File: src/rtl/sr_flag_pkg.sv
// Shared types and constants for the SR flag arbiter and its helpers.
// Latency: n/a (declarations only).
// Backpressure: n/a.
package sr_flag_pkg;

    // Sequencer states. One operation is IDLE -> DRIVE -> SETTLE.
    typedef enum logic [1:0] {
        IDLE   = 2'd0,
        DRIVE  = 2'd1,
        SETTLE = 2'd2
    } state_t;

    // Requester operation encoding on the op bus.
    localparam logic OP_SET = 1'b1;
    localparam logic OP_CLR = 1'b0;

endpackage

File: src/rtl/sr_flag_arbiter_rr_pick.sv
// Combinational round-robin selector: the first asserted req at or after ptr, wrapping.
// Latency: zero cycles (pure combinational).
// Backpressure: none; vld simply reflects whether any req bit is high.
//
// Ports:
//   req  N-bit request vector
//   ptr  search start index (highest priority this round)
//   vld  any request present
//   idx  winning requester index (0 when vld is low)
module rr_pick #(
    parameter  int N  = 4,
    localparam int IW = (N > 1) ? $clog2(N) : 1
) (
    input  logic [N-1:0]  req,
    input  logic [IW-1:0] ptr,
    output logic          vld,
    output logic [IW-1:0] idx
);

    // Walk offsets from the farthest to the nearest so the nearest hit
    // (smallest distance from ptr) is the final assignment and wins.
    always_comb begin
        vld = |req;
        idx = '0;
        for (int i = N - 1; i >= 0; i--) begin
            int c;
            c = int'(ptr) + i;
            if (c >= N) begin
                c = c - N;
            end
            if (req[c]) begin
                idx = IW'(c);
            end
        end
    end

endmodule

File: src/rtl/sr_flag_arbiter.sv
// Round-robin arbiter/sequencer driving one-hot S/R pulses into a shared SR flag bank.
// Latency: req seen at arbitration edge -> gnt/s_out/r_out high next cycle; one op per 3 cycles.
// Backpressure: requesters hold req until their gnt pulse; requests during DRIVE/SETTLE wait for IDLE.
//
// Ports:
//   clk    rising-edge clock
//   rst    synchronous active-high reset
//   req    per-requester request (held until gnt)
//   op     per-requester operation, 1 = set, 0 = clear
//   addr   packed flag indices, requester i at [i*AW +: AW]
//   gnt    one-hot grant pulse during DRIVE
//   s_out  one-hot set pulse to the bank
//   r_out  one-hot reset pulse to the bank
//   flags  shadow copy of bank state
//   busy   high while an operation is in flight
//   err    pulse when the granted index is outside the bank
module sr_flag_arbiter
    import sr_flag_pkg::*;
#(
    parameter  int NREQ  = 4,
    parameter  int NFLAG = 8,
    localparam int AW    = $clog2(NFLAG)
) (
    input  logic                 clk,
    input  logic                 rst,
    input  logic [NREQ-1:0]      req,
    input  logic [NREQ-1:0]      op,
    input  logic [NREQ*AW-1:0]   addr,
    output logic [NREQ-1:0]      gnt,
    output logic [NFLAG-1:0]     s_out,
    output logic [NFLAG-1:0]     r_out,
    output logic [NFLAG-1:0]     flags,
    output logic                 busy,
    output logic                 err
);

    localparam int IW = (NREQ > 1) ? $clog2(NREQ) : 1;

    // Bank size at index width + 1 so the bound compare is width-matched
    // and still correct when NFLAG is an exact power of two.
    localparam logic [AW:0] NFLAG_LIM = (AW + 1)'(NFLAG);

    localparam logic [NREQ-1:0]  ONE_REQ  = {{(NREQ - 1){1'b0}}, 1'b1};
    localparam logic [NFLAG-1:0] ONE_FLAG = {{(NFLAG - 1){1'b0}}, 1'b1};

    state_t            state_q, state_d;
    logic [IW-1:0]     ptr_q,   ptr_d;
    logic [IW-1:0]     win_q,   win_d;
    logic              op_q,    op_d;
    logic [AW-1:0]     addr_q,  addr_d;
    logic [NREQ-1:0]   gnt_q,   gnt_d;
    logic [NFLAG-1:0]  s_q,     s_d;
    logic [NFLAG-1:0]  r_q,     r_d;
    logic              err_q,   err_d;
    logic [NFLAG-1:0]  flags_q, flags_d;

    logic              pick_vld;
    logic [IW-1:0]     pick_idx;
    logic              sel_op;
    logic [AW-1:0]     sel_addr;
    logic              sel_in_range;
    logic              cap_in_range;
    logic [NFLAG-1:0]  sel_onehot;
    logic [NFLAG-1:0]  cap_onehot;

    rr_pick #(
        .N   (NREQ)
    ) u_rr_pick (
        .req (req),
        .ptr (ptr_q),
        .vld (pick_vld),
        .idx (pick_idx)
    );

    // Winner's operands, only meaningful when pick_vld is high.
    assign sel_op       = op[pick_idx];
    assign sel_addr     = addr[pick_idx*AW +: AW];
    assign sel_in_range = ({1'b0, sel_addr} < NFLAG_LIM);
    assign sel_onehot   = ONE_FLAG << sel_addr;

    // Captured operands used to update the shadow at the end of DRIVE.
    assign cap_in_range = ({1'b0, addr_q} < NFLAG_LIM);
    assign cap_onehot   = ONE_FLAG << addr_q;

    always_comb begin
        state_d = state_q;
        ptr_d   = ptr_q;
        win_d   = win_q;
        op_d    = op_q;
        addr_d  = addr_q;
        gnt_d   = '0;
        s_d     = '0;
        r_d     = '0;
        err_d   = 1'b0;
        flags_d = flags_q;

        case (state_q)
            IDLE: begin
                if (pick_vld) begin
                    win_d  = pick_idx;
                    op_d   = sel_op;
                    addr_d = sel_addr;
                    // Pulses are registered here so they are visible for
                    // exactly the DRIVE cycle.
                    gnt_d  = ONE_REQ << pick_idx;
                    if (!sel_in_range) begin
                        err_d = 1'b1;
                    end else if (sel_op == OP_SET) begin
                        s_d = sel_onehot;
                    end else begin
                        r_d = sel_onehot;
                    end
                    state_d = DRIVE;
                end
            end

            DRIVE: begin
                ptr_d = (win_q == IW'(NREQ - 1)) ? '0 : win_q + 1'b1;
                // Shadow tracks the bank as the pulse completes; an
                // out-of-range index touches nothing.
                if (cap_in_range) begin
                    if (op_q == OP_SET) begin
                        flags_d = flags_q | cap_onehot;
                    end else begin
                        flags_d = flags_q & ~cap_onehot;
                    end
                end
                state_d = SETTLE;
            end

            SETTLE: begin
                // Pulse outputs are already low: bank sees S=R=0 and holds.
                state_d = IDLE;
            end

            default: begin
                state_d = IDLE;
            end
        endcase
    end

    always_ff @(posedge clk) begin
        if (rst) begin
            state_q <= IDLE;
            ptr_q   <= '0;
            win_q   <= '0;
            op_q    <= OP_CLR;
            addr_q  <= '0;
            gnt_q   <= '0;
            s_q     <= '0;
            r_q     <= '0;
            err_q   <= 1'b0;
            flags_q <= '0;
        end else begin
            state_q <= state_d;
            ptr_q   <= ptr_d;
            win_q   <= win_d;
            op_q    <= op_d;
            addr_q  <= addr_d;
            gnt_q   <= gnt_d;
            s_q     <= s_d;
            r_q     <= r_d;
            err_q   <= err_d;
            flags_q <= flags_d;
        end
    end

    assign gnt   = gnt_q;
    assign s_out = s_q;
    assign r_out = r_q;
    assign err   = err_q;
    assign flags = flags_q;
    assign busy  = (state_q != IDLE);

endmodule

File: config.mk
export PLATFORM = sky130hd
export DESIGN_NAME = sr_flag_arbiter
export DESIGN_NICKNAME = d
export VERILOG_FILES = /design/src/rtl/sr_flag_pkg.sv /design/src/rtl/sr_flag_arbiter_rr_pick.sv /design/src/rtl/sr_flag_arbiter.sv
export SDC_FILE = /design/constraint.sdc
export NUM_CORES = 1
export LEC_CHECK = 0
export BUFFER_PORTS_ARGS = -buffer_cell sky130_fd_sc_hd__buf_2
export CAP_MARGIN = 20
export CORE_ASPECT_RATIO = 1.75
export CORE_MARGIN = 5
export CORE_UTILIZATION = 48
export DETAILED_ROUTE_END_ITERATION = 16
export PLACE_DENSITY_LB_ADDON = 0.25
export SYNTH_ARGS = -nofsm -noshare
export SYNTH_HDL_FRONTEND = slang
export SYNTH_HIERARCHICAL = 1
export SYNTH_SLANG_ARGS = --single-unit
File: constraint.sdc
create_clock -name clk -period 1.9 [get_ports clk]
set_input_delay 0.38 -clock clk [delete_from_list [all_inputs] [get_ports clk]]
set_output_delay 0.38 -clock clk [all_outputs]
set_load 0.005 [all_outputs]
==> flow_metrics.py, run 1 <==
metrics = {
    "synthesis": {
        "syn_area_sq_mm": 0.00207,
        "synth_seq_area_share": 0.367,
        "yosys_register_bits": 38,
        "syn_avg_cell_area_sq_um": 9.64,
        "synth_cell_types": 44,
        "synthTopCellsByArea": "dfxtp_1 37%, o22ai_1 5.7%, a21oi_1 4.8%",
        "synth_edf_count": 0,
        "synth-async-reset-ratio": 0,
        "yosysTopAreaCellShare": 0.367,
        "synth_fp_nets": 238,
        "yosys.area.top_type": "dfxtp_1",
        "ys_warn_count": 6,
        "synthCells": 215,
        "yosys_most_used_dff": "dfxtp_1",
    },
    "route": {
        "drc_errors": 0,
        "dr.pass1.iters": 4,
        "routed_wirelength_um": 6190,
        "ant_nets": 0,
        "wl_per_cell_um": 18.5,
        "routed_via_density": 6.14,
        "drt_iter0_drc": 92,
        "vias": 2057,
    },
    "clocking": {
        "cts_max_path_buffers": 2,
        "numCtsBuffers": 5,
        "path_clk_slew_ns": 0.07,
        "htreeDepth": 2,
        "clock_latency_ns": 0.29,
        "cts_tree": "built",
        "root_buffer": "clkbuf_8",
        "cts_hold_buf": 0,
        "cts_sinks": 38,
    },
    "timing": {
        "final-setup-viol-count": 4,
        "hold_violations": 0,
        "min_period_ns": 1.92,
        "rsz0062_at_grt": "yes",
        "final.period_utilization": 1.01,
        "setup_slack_ns": -0.0249,
        "fmax_mhz": 520,
        "drv_slew": 0,
        "fin_skew_ns": 0.00469,
        "fin_hold_ws_ns": 0.444,
    },
    "setup_path": {
        "r2r-start": "ptr_q[1]",
        "startpoint": "ptr_q[1]",
        "crit_type": "reg -> reg",
        "cp-start-kind": "flip-flop",
        "critPathMaxFanout": 8,
        "endpoint_kind": "flip-flop",
        "crit_required_ns": 2.08,
        "cp.arrival_ns": 2.11,
    },
    "global_routing": {
        "grt_pass1_wl_um": 9600,
        "grt_overflow": 0,
        "grt_antenna_before_repair": 0,
        "grt_max_degree": 20,
        "grt_pass1_vias": 2004,
        "groute.usage.overall": 0.216,
    },
    "final_layout": {
        "fin_util": 0.675,
        "fin_nets": 309,
        "fillerInstances": 355,
        "diodes": 0,
        "area_growth_pct": 35.1,
        "drive_gt1_frac": 0.448,
    },
    "floorplan": {
        "die_area_sq_mm": 0.00579,
        "die_x_um": 59.7,
        "die_h_um": 96.9,
        "initial_core_util": 0.500,
        "rows": 31,
        "coreArea_sq_mm": 0.00415,
        "pin_count": 52,
    },
    "power": {
        "powerDensity_mw_per_mm2": 761,
        "power_switching_mw": 0.593,
        "pwr-share-clk": 0.325,
        "pwr-share-comb": 0.263,
        "p_int_mw": 1.54,
        "cellLeakagePower_nw": 1.21,
        "power_switching_share": 0.278,
        "ir_worst_vdd_mv": 0.611,
        "power_frac_seq": 0.412,
    },
    "place": {
        "dp_hpwl_um": 4520,
        "portBuffers": 50,
        "place.gp.congestion": 0.957,
    },
    "hold_path": {
        "hold_path.startpoint": "rst",
        "hold_path_class": "in -> reg",
    },
    "run_status": {
        "outcome": "finished, violations left",
        "violations": "setup timing",
    },
    "run": {
        "maxCapViolations": 0,
    },
}
## cell usage after synthesis (2+ instances only)
cell type	number
and4bb_2	2
dfxtp_1	38
nor3b_1	5
buf_6	5
nor3_1	2
o21ai_0	14
and3_1	6
nand4_1	2
mux4_1	2
mux2i_1	9
clkbuf_1	6
o21ai_1	2
o22ai_1	19
nor2b_1	2
nor3b_2	6
o31ai_1	2
a21oi_1	20
nand2_1	3
and3b_1	11
nand2b_1	5
o221ai_1	6
mux4_2	2
nor4b_2	2
o32ai_1	2
nor2_1	16
nor3_2	2
nand3_1	6
buf_4	2
## layer usage
metal / vias to the layer above / track usage / part of all wire
met5: - / 0 / 0
met4: 0 / 0.160 / 0.059
met3: 27 / 0.0386 / 0.054
met2: 97 / 0.365 / 0.54
met1: 968 / 0.222 / 0.35
li1: 965 / - / -
## metrics by stage
stage	cell area, sq um	TNS [ns]	cells	worst slack (ns)	total power [mW]
after detailed placement	2460	-0.447	321	-0.148	1.34
after global placement	2460	-0.224	321	-0.0800	1.34
final	2800	-0.0529	335	-0.0249	2.13
after floorplan	2070	0	215	0.0222	1.18
after CTS	2680	-0.00165	332	-0.00165	2.10
after global routing	2800	-0.970	335	-0.0979	2.22
## cell type report
| class | count | area, sq um | area share |
|---|---|---|---|
| timing repair buffer | 78 | 547 | 0.195 |
| clock inverter | 1 | 30.0 | 0.0107 |
| multi-input combinational | 161 | 1300 | 0.463 |
| tap | 49 | 61.3 | 0.0219 |
| inverter | 2 | 16.3 | 0.00581 |
| clock buffer | 6 | 82.6 | 0.0295 |
| sequential | 38 | 766 | 0.273 |
## worst paths after layout
check,end,slack (ns),cells after the start
worst min register to register,flip-flop,0.47,2
worst max-delay path,addr_q[1],-0.02,6
worst max register to register,addr_q[1],-0.02,6
worst min-delay path,state_q[0],0.44,3
## power groups by stage
| stage | clock (mW) | combinational [mW] | sequential [mW] |
|---|---|---|---|
| 2_1_floorplan | 0 | 0.311 | 0.873 |
| 3_3_place_gp | 0 | 0.443 | 0.893 |
| 3_5_place_dp | 0 | 0.447 | 0.893 |
| 4_1_cts | 0.714 | 0.507 | 0.876 |
| 5_1_grt | 0.739 | 0.597 | 0.885 |
| 6_report | 0.693 | 0.560 | 0.879 |
## worst max-delay path, cell delays in order (launching register included)
cell and delay [ns]:
dfxtp_4 0.37, mux2i_4 0.19, a211oi_4 0.35, buf_12 0.17
mux4_1 0.53, mux2i_1 0.14, nor2_1 0.05
## cells in the final DEF (no fill, tap or decap), types with 3 or more instances in the layout
master and n:
mux4_2 3, nand2b_1 4, buf_6 3, o21ai_0 13, nand2_1 3, a21oi_1 18, o22ai_1 18, clkbuf_8 6
nor3b_2 6, and3b_1 7, dfxtp_1 36, buf_2 50, o221ai_1 5, nor2_1 15, and3b_2 4, mux2i_1 8
buf_4 21, nand3_1 6, and3_1 5, nor3b_1 3
## kinds of logic after synthesis
kind of cell | count (synthesis) | share of synthesized area
AOI/OAI and AO/OA | 68 | 0.199
adders and majority gates | 1 | 0.00603
buffers and inverters | 16 | 0.0537
DFF | 38 | 0.367
muxes | 13 | 0.0905
other | 1 | 0.00181
and+or+nand+nor | 78 | 0.282
## what timing repair did
| action | 4_1_cts | 5_1_grt |
|---|---|---|
| endpoints found under the setup margin | 6 | 20 |
| pin swaps | 2 | 5 |
| resized for setup | 7 | 24 |
| setup buffers | 2 | 2 |
| gates cloned | 2 | 1 |
Power figures use the tool's default switching activity.
==> run 2, diff against run 1 <==
--- a/config.mk
+++ b/config.mk
@@ -8,7 +8,6 @@
 export BUFFER_PORTS_ARGS = -buffer_cell sky130_fd_sc_hd__buf_2
 export CAP_MARGIN = 20
 export CORE_ASPECT_RATIO = 1.75
-export CORE_MARGIN = 5
 export CORE_UTILIZATION = 48
 export DETAILED_ROUTE_END_ITERATION = 16
 export PLACE_DENSITY_LB_ADDON = 0.25
==> flow_metrics.py, run 2 (synthesized netlist as in run 1, its figures left out) <==
metrics = {
    "timing": {
        "max_slew_margin": 0.662,
        "rsz0062_at_grt": "yes",
        "drv_slew": 0,
        "fmax_mhz": 537,
        "fin_skew_ns": 0.00433,
        "final-setup-viol-count": 0,
        "hold_violations": 0,
        "tightestPinTransition_ns": 0.506,
        "setup_slack_ns": 0.0366,
        "final.period_utilization": 0.981,
        "min_period_ns": 1.86,
    },
    "setup_path": {
        "critPathBufInv": 1,
        "crit_required_ns": 2.08,
        "cpMaxStageDelayCell": "mux4_2",
        "endpoint_kind": "flip-flop",
        "crit_type": "reg -> reg",
        "critPathMaxStageDelay_ns": 0.53,
        "critPathTopFamily": "multiplexers",
        "crit_cells": 7,
        "critPathMaxFanout": 8,
        "cp-start-kind": "flip-flop",
        "cp.arrival_ns": 2.05,
        "rr_worst_depth": 7,
        "cp_cell_sequence": "nand2b_4 -> a21oi_4 -> a211oi_4 -> buf_12 -> mux4_2 -> mux2i_1 -> nor2_1",
    },
    "global_routing": {
        "grt_pass1_vias": 1927,
        "grt_max_degree": 18,
        "grt_pass1_wl_um": 9160,
        "groute.usage.overall": 0.275,
        "grt_overflow": 0,
        "grt_antenna_before_repair": 0,
    },
    "final_layout": {
        "layout_commonest_cell": "buf_2",
        "fin_area_sq_mm": 0.00278,
        "fillerInstances": 345,
        "fin_nets": 312,
        "multi_input_comb_area_sq_mm": 0.00128,
        "final_cells": 338,
        "drive_gt1_frac": 0.429,
        "diodes": 0,
        "area_growth_pct": 34.0,
        "seq_area_sq_um": 766,
        "final_cell_mix": "50 x buf_2, 36 x dfxtp_1, 24 x buf_4, 19 x a21oi_1, 18 x o22ai_1",
    },
    "floorplan": {
        "die_h_um": 88.9,
        "pin_count": 52,
        "coreArea_sq_mm": 0.00415,
        "initial_core_util": 0.500,
        "rows": 31,
        "die_area_sq_mm": 0.00460,
        "die_x_um": 51.7,
    },
    "route": {
        "dr.pass1.iters": 4,
        "drc_errors": 0,
        "routed_wirelength_um": 6000,
        "vias": 2037,
        "wl_per_cell_um": 17.7,
        "drt_iter0_drc": 91,
        "routed_via_density": 6.03,
        "ant_nets": 0,
    },
    "clocking": {
        "cts_tree": "built",
        "numCtsBuffers": 5,
        "cts_hold_buf": 0,
        "clock_latency_ns": 0.29,
        "cts_max_path_buffers": 2,
        "cts_sinks": 38,
        "root_buffer": "clkbuf_8",
        "path_clk_slew_ns": 0.07,
        "htreeDepth": 2,
    },
    "run": {
        "maxCapViolations": 0,
    },
    "place": {
        "dp_hpwl_um": 4480,
        "portBuffers": 50,
        "pre_cts_slack_ns": -0.0930,
        "place.gp.congestion": 0.934,
        "dp.cells": 328,
        "place_area_sq_mm": 0.00252,
    },
    "run_status": {
        "outcome": "finished, final reports clean",
    },
    "power": {
        "ir_worst_vdd_mv": 0.595,
        "cellLeakagePower_nw": 1.21,
        "powerDensity_mw_per_mm2": 763,
    },
    "hold_path": {
        "holdPathStages": 3,
        "hold_path_class": "in -> reg",
    },
}
[run 2: changes by cell type in the layout (fill, tap and decap cells not counted), moves of 2 or more]
cell / change
a21oi_2: -2
and3b_1: +4
and3b_2: -4
buf_4: +3
o21ai_0: -3
o21ai_1: +3
[run 2: worst reg2reg max path: cells and delay by family, from the launching register on]
family	cells	cell delay [ns]
mux	2	0.68
flops	1	0.39
compound gates	2	0.34
simple gates	2	0.19
buf+inv	1	0.17
[run 2: power by group]
part | switching [mW] | internal (mW)
registers | 0.0444 | 0.834
logic | 0.274 | 0.271
clock network | 0.278 | 0.420
[run 2: per-stage QoR]
step                      hold WS, ns  setup TNS, ns  total power, mW   util
final                           0.446              0             2.12  0.670
after global routing            0.456         -0.233             2.22  0.670
after CTS                       0.442              0             2.08  0.643
after detailed placement        0.459         -0.327             1.36  0.606
after global placement          0.454         -0.234             1.35  0.606
after floorplan                 0.465              0             1.18      -
[run 2: layout make-up]
| class | count | share of cell area |
|---|---|---|
| Sequential cell | 38 | 0.276 |
| Tap cell | 49 | 0.0221 |
| Inverter | 2 | 0.00450 |
| Clock buffer | 6 | 0.0297 |
| Clock inverter | 1 | 0.0108 |
| Timing Repair Buffer | 81 | 0.197 |
| Multi-Input combinational cell | 161 | 0.460 |
[run 2: timing repair]
| item | in CTS | in global routing |
|---|---|---|
| gates resized for setup | 3 | 26 |
| setup endpoints to repair | 4 | 20 |
| pin swaps | 1 | 9 |
| gates cloned | 1 | 1 |
| buffers inserted | 0 | 1 |
[run 2: final timing paths]
check	to	slack, ns	startpoint
max	op_q	0.04	ptr_q[1]
min	state_q[0]	0.45	rst
max reg2reg	op_q	0.04	ptr_q[1]
min reg2reg	flip-flop	0.47	flip-flop
[run 2: layer usage]
layer  wire length (um)  global-route usage  vias to the layer above  share of wire
li1                   -                   -                      968              -
met1               2070               0.252                      964           0.35
met2               3320               0.515                       80           0.55
met3                228              0.0510                       25          0.038
met4                377               0.211                        0          0.063
met5                  0                   0                        -              0
==> run 3, diff against run 2 <==
--- a/config.mk
+++ b/config.mk
@@ -5,11 +5,11 @@
 export SDC_FILE = /design/constraint.sdc
 export NUM_CORES = 1
 export LEC_CHECK = 0
-export BUFFER_PORTS_ARGS = -buffer_cell sky130_fd_sc_hd__buf_2
 export CAP_MARGIN = 20
 export CORE_ASPECT_RATIO = 1.75
-export CORE_UTILIZATION = 48
+export CORE_UTILIZATION = 55
 export DETAILED_ROUTE_END_ITERATION = 16
+export DONT_BUFFER_PORTS = 1
 export PLACE_DENSITY_LB_ADDON = 0.25
 export SYNTH_ARGS = -nofsm -noshare
 export SYNTH_HDL_FRONTEND = slang
==> flow_metrics.py, run 3 (synthesized netlist as in run 1, its figures left out) <==
metrics = {
    "clocking": {
        "root_buffer": "clkbuf_8",
        "cts_max_path_buffers": 2,
        "htreeDepth": 2,
        "path_clk_slew_ns": 0.08,
        "cts_sinks": 38,
        "cts_tree": "built",
        "cts_hold_buf": 0,
        "clock_latency_ns": 0.29,
        "numCtsBuffers": 5,
    },
    "route": {
        "drt_iter0_drc": 74,
        "ant_nets": 0,
        "routed_via_density": 6.78,
        "vias": 1904,
        "wl_per_cell_um": 22.1,
        "dr.pass1.iters": 4,
        "routed_wirelength_um": 6220,
        "drc_errors": 0,
    },
    "timing": {
        "fmax_mhz": 533,
        "hold_violations": 0,
        "tightestPinTransition_ns": 0.659,
        "fin_skew_ns": 0.00607,
        "min_period_ns": 1.88,
        "max_slew_margin": 0.560,
        "drv_slew": 0,
        "final-setup-viol-count": 0,
        "rsz0062_at_grt": "yes",
        "setup_slack_ns": 0.0232,
        "final.period_utilization": 0.988,
    },
    "setup_path": {
        "r2r-start": "ptr_q[1]",
        "endpoint_kind": "flip-flop",
        "rr_worst_depth": 6,
        "r2r_slack_ns": 0.02,
        "crit_type": "reg -> reg",
        "crit_required_ns": 2.09,
        "cp.arrival_ns": 2.07,
        "regToRegEndpoint": "addr_q[0]",
        "cp-start-kind": "flip-flop",
        "critPathMaxFanout": 5,
    },
    "hold_path": {
        "hold_path.startpoint": "rst",
        "hold_path_class": "in -> reg",
        "holdPathStages": 1,
    },
    "power": {
        "cellLeakagePower_nw": 0.921,
        "ir_worst_vdd_mv": 0.475,
        "power_switching_share": 0.300,
        "powerDensity_mw_per_mm2": 786,
        "p_int_mw": 1.35,
        "p_total_mw": 1.92,
        "pwr-share-comb": 0.234,
        "power_switching_mw": 0.575,
        "pwr-share-clk": 0.306,
        "power_frac_seq": 0.461,
    },
    "place": {
        "portBuffers": 0,
        "pre_cts_slack_ns": -0.173,
        "place.gp.congestion": 0.948,
        "dp_hpwl_um": 4650,
    },
    "global_routing": {
        "grt_pass1_vias": 1950,
        "grt_max_degree": 20,
        "grt_overflow": 0,
        "groute.usage.overall": 0.321,
        "grt_pass1_wl_um": 9730,
        "grt_antenna_before_repair": 0,
    },
    "final_layout": {
        "final_cell_mix": "36 x dfxtp_1, 21 x buf_4, 19 x a21oi_1, 18 x o22ai_1, 16 x nor2_1",
        "multi_input_comb_area_sq_mm": 0.00130,
        "fillerInstances": 304,
        "diodes": 0,
        "seq_area_sq_um": 766,
        "area_growth_pct": 17.9,
        "fin_nets": 257,
        "drive_gt1_frac": 0.319,
        "layout_commonest_cell": "dfxtp_1",
    },
    "floorplan": {
        "die_h_um": 83.2,
        "rows": 29,
        "pin_count": 52,
        "initial_core_util": 0.571,
        "coreArea_sq_mm": 0.00363,
        "die_area_sq_mm": 0.00403,
        "die_x_um": 48.4,
    },
    "run_status": {
        "outcome": "finished, final reports clean",
    },
    "run": {
        "maxCapViolations": 0,
    },
}
==> run 3: per-layer routing <==
layer / wire [um] / vias up / share of wire / GRT usage
met1: 2080 / 921 / 0.34 / 0.294
met3: 305 / 27 / 0.049 / 0.0714
met2: 3500 / 90 / 0.56 / 0.615
li1: - / 866 / - / -
met5: 0 / - / 0 / 0
met4: 330 / 0 / 0.053 / 0.198
==> run 3: final cells by class <==
cell class / count / share of cell area
Clock buffer: 6 / 0.0338
Clock inverter: 2 / 0.00512
Inverter: 2 / 0.00614
Multi-Input combinational cell: 161 / 0.530
Sequential cell: 38 / 0.313
Tap cell: 46 / 0.0236
Timing Repair Buffer: 26 / 0.0876
==> run 3: repair_timing <==
item,4_1_cts,5_1_grt
pin swaps,1,6
setup endpoints to repair,20,21
setup buffers,3,2
gates cloned,0,1
resized for setup,7,27
hold endpoints to repair,0,0
==> run 3: metrics by stage <==
step / utilization / setup TNS, ns / instance area, sq um / instances / hold slack, ns
floorplan: - / 0 / 2070 / 215 / 0.465
global placement: 0.603 / -0.341 / 2190 / 267 / 0.451
detailed placement: 0.603 / -1.85 / 2190 / 267 / 0.453
CTS: 0.642 / 0 / 2330 / 278 / 0.140
global route: 0.673 / -0.453 / 2440 / 281 / 0.138
finish: 0.673 / 0 / 2440 / 281 / 0.147
==> run 3: worst max-delay path by stage <==
stage | endpoint | depth (start not counted) | start | slack [ns]
floorplan | addr_q[2] | 7 | ptr_q[1] | 0.02
global placement | addr_q[2] | 6 | ptr_q[1] | -0.08
detailed placement | addr_q[2] | 7 | ptr_q[1] | -0.17
CTS | addr_q[0] | 6 | ptr_q[0] | 0.0009
global route | addr_q[2] | 6 | ptr_q[1] | -0.07
finish | addr_q[0] | 6 | ptr_q[1] | 0.02
==> run 3: power by group through the flow <==
stage,registers [mW],clock network (mW),logic [mW]
3_3_place_gp,0.898,0,0.370
2_1_floorplan,0.873,0,0.311
6_report,0.885,0.587,0.449
5_1_grt,0.891,0.619,0.482
3_5_place_dp,0.902,0,0.379
4_1_cts,0.883,0.598,0.395
==> run 3: critical path, cell delays in order (launching register included) <==
cell and delay (ns):
dfxtp_4 0.36, mux2i_2 0.16, a211oi_4 0.35, buf_6 0.16, mux4_1 0.55, mux2i_1 0.15, nor2_1 0.05
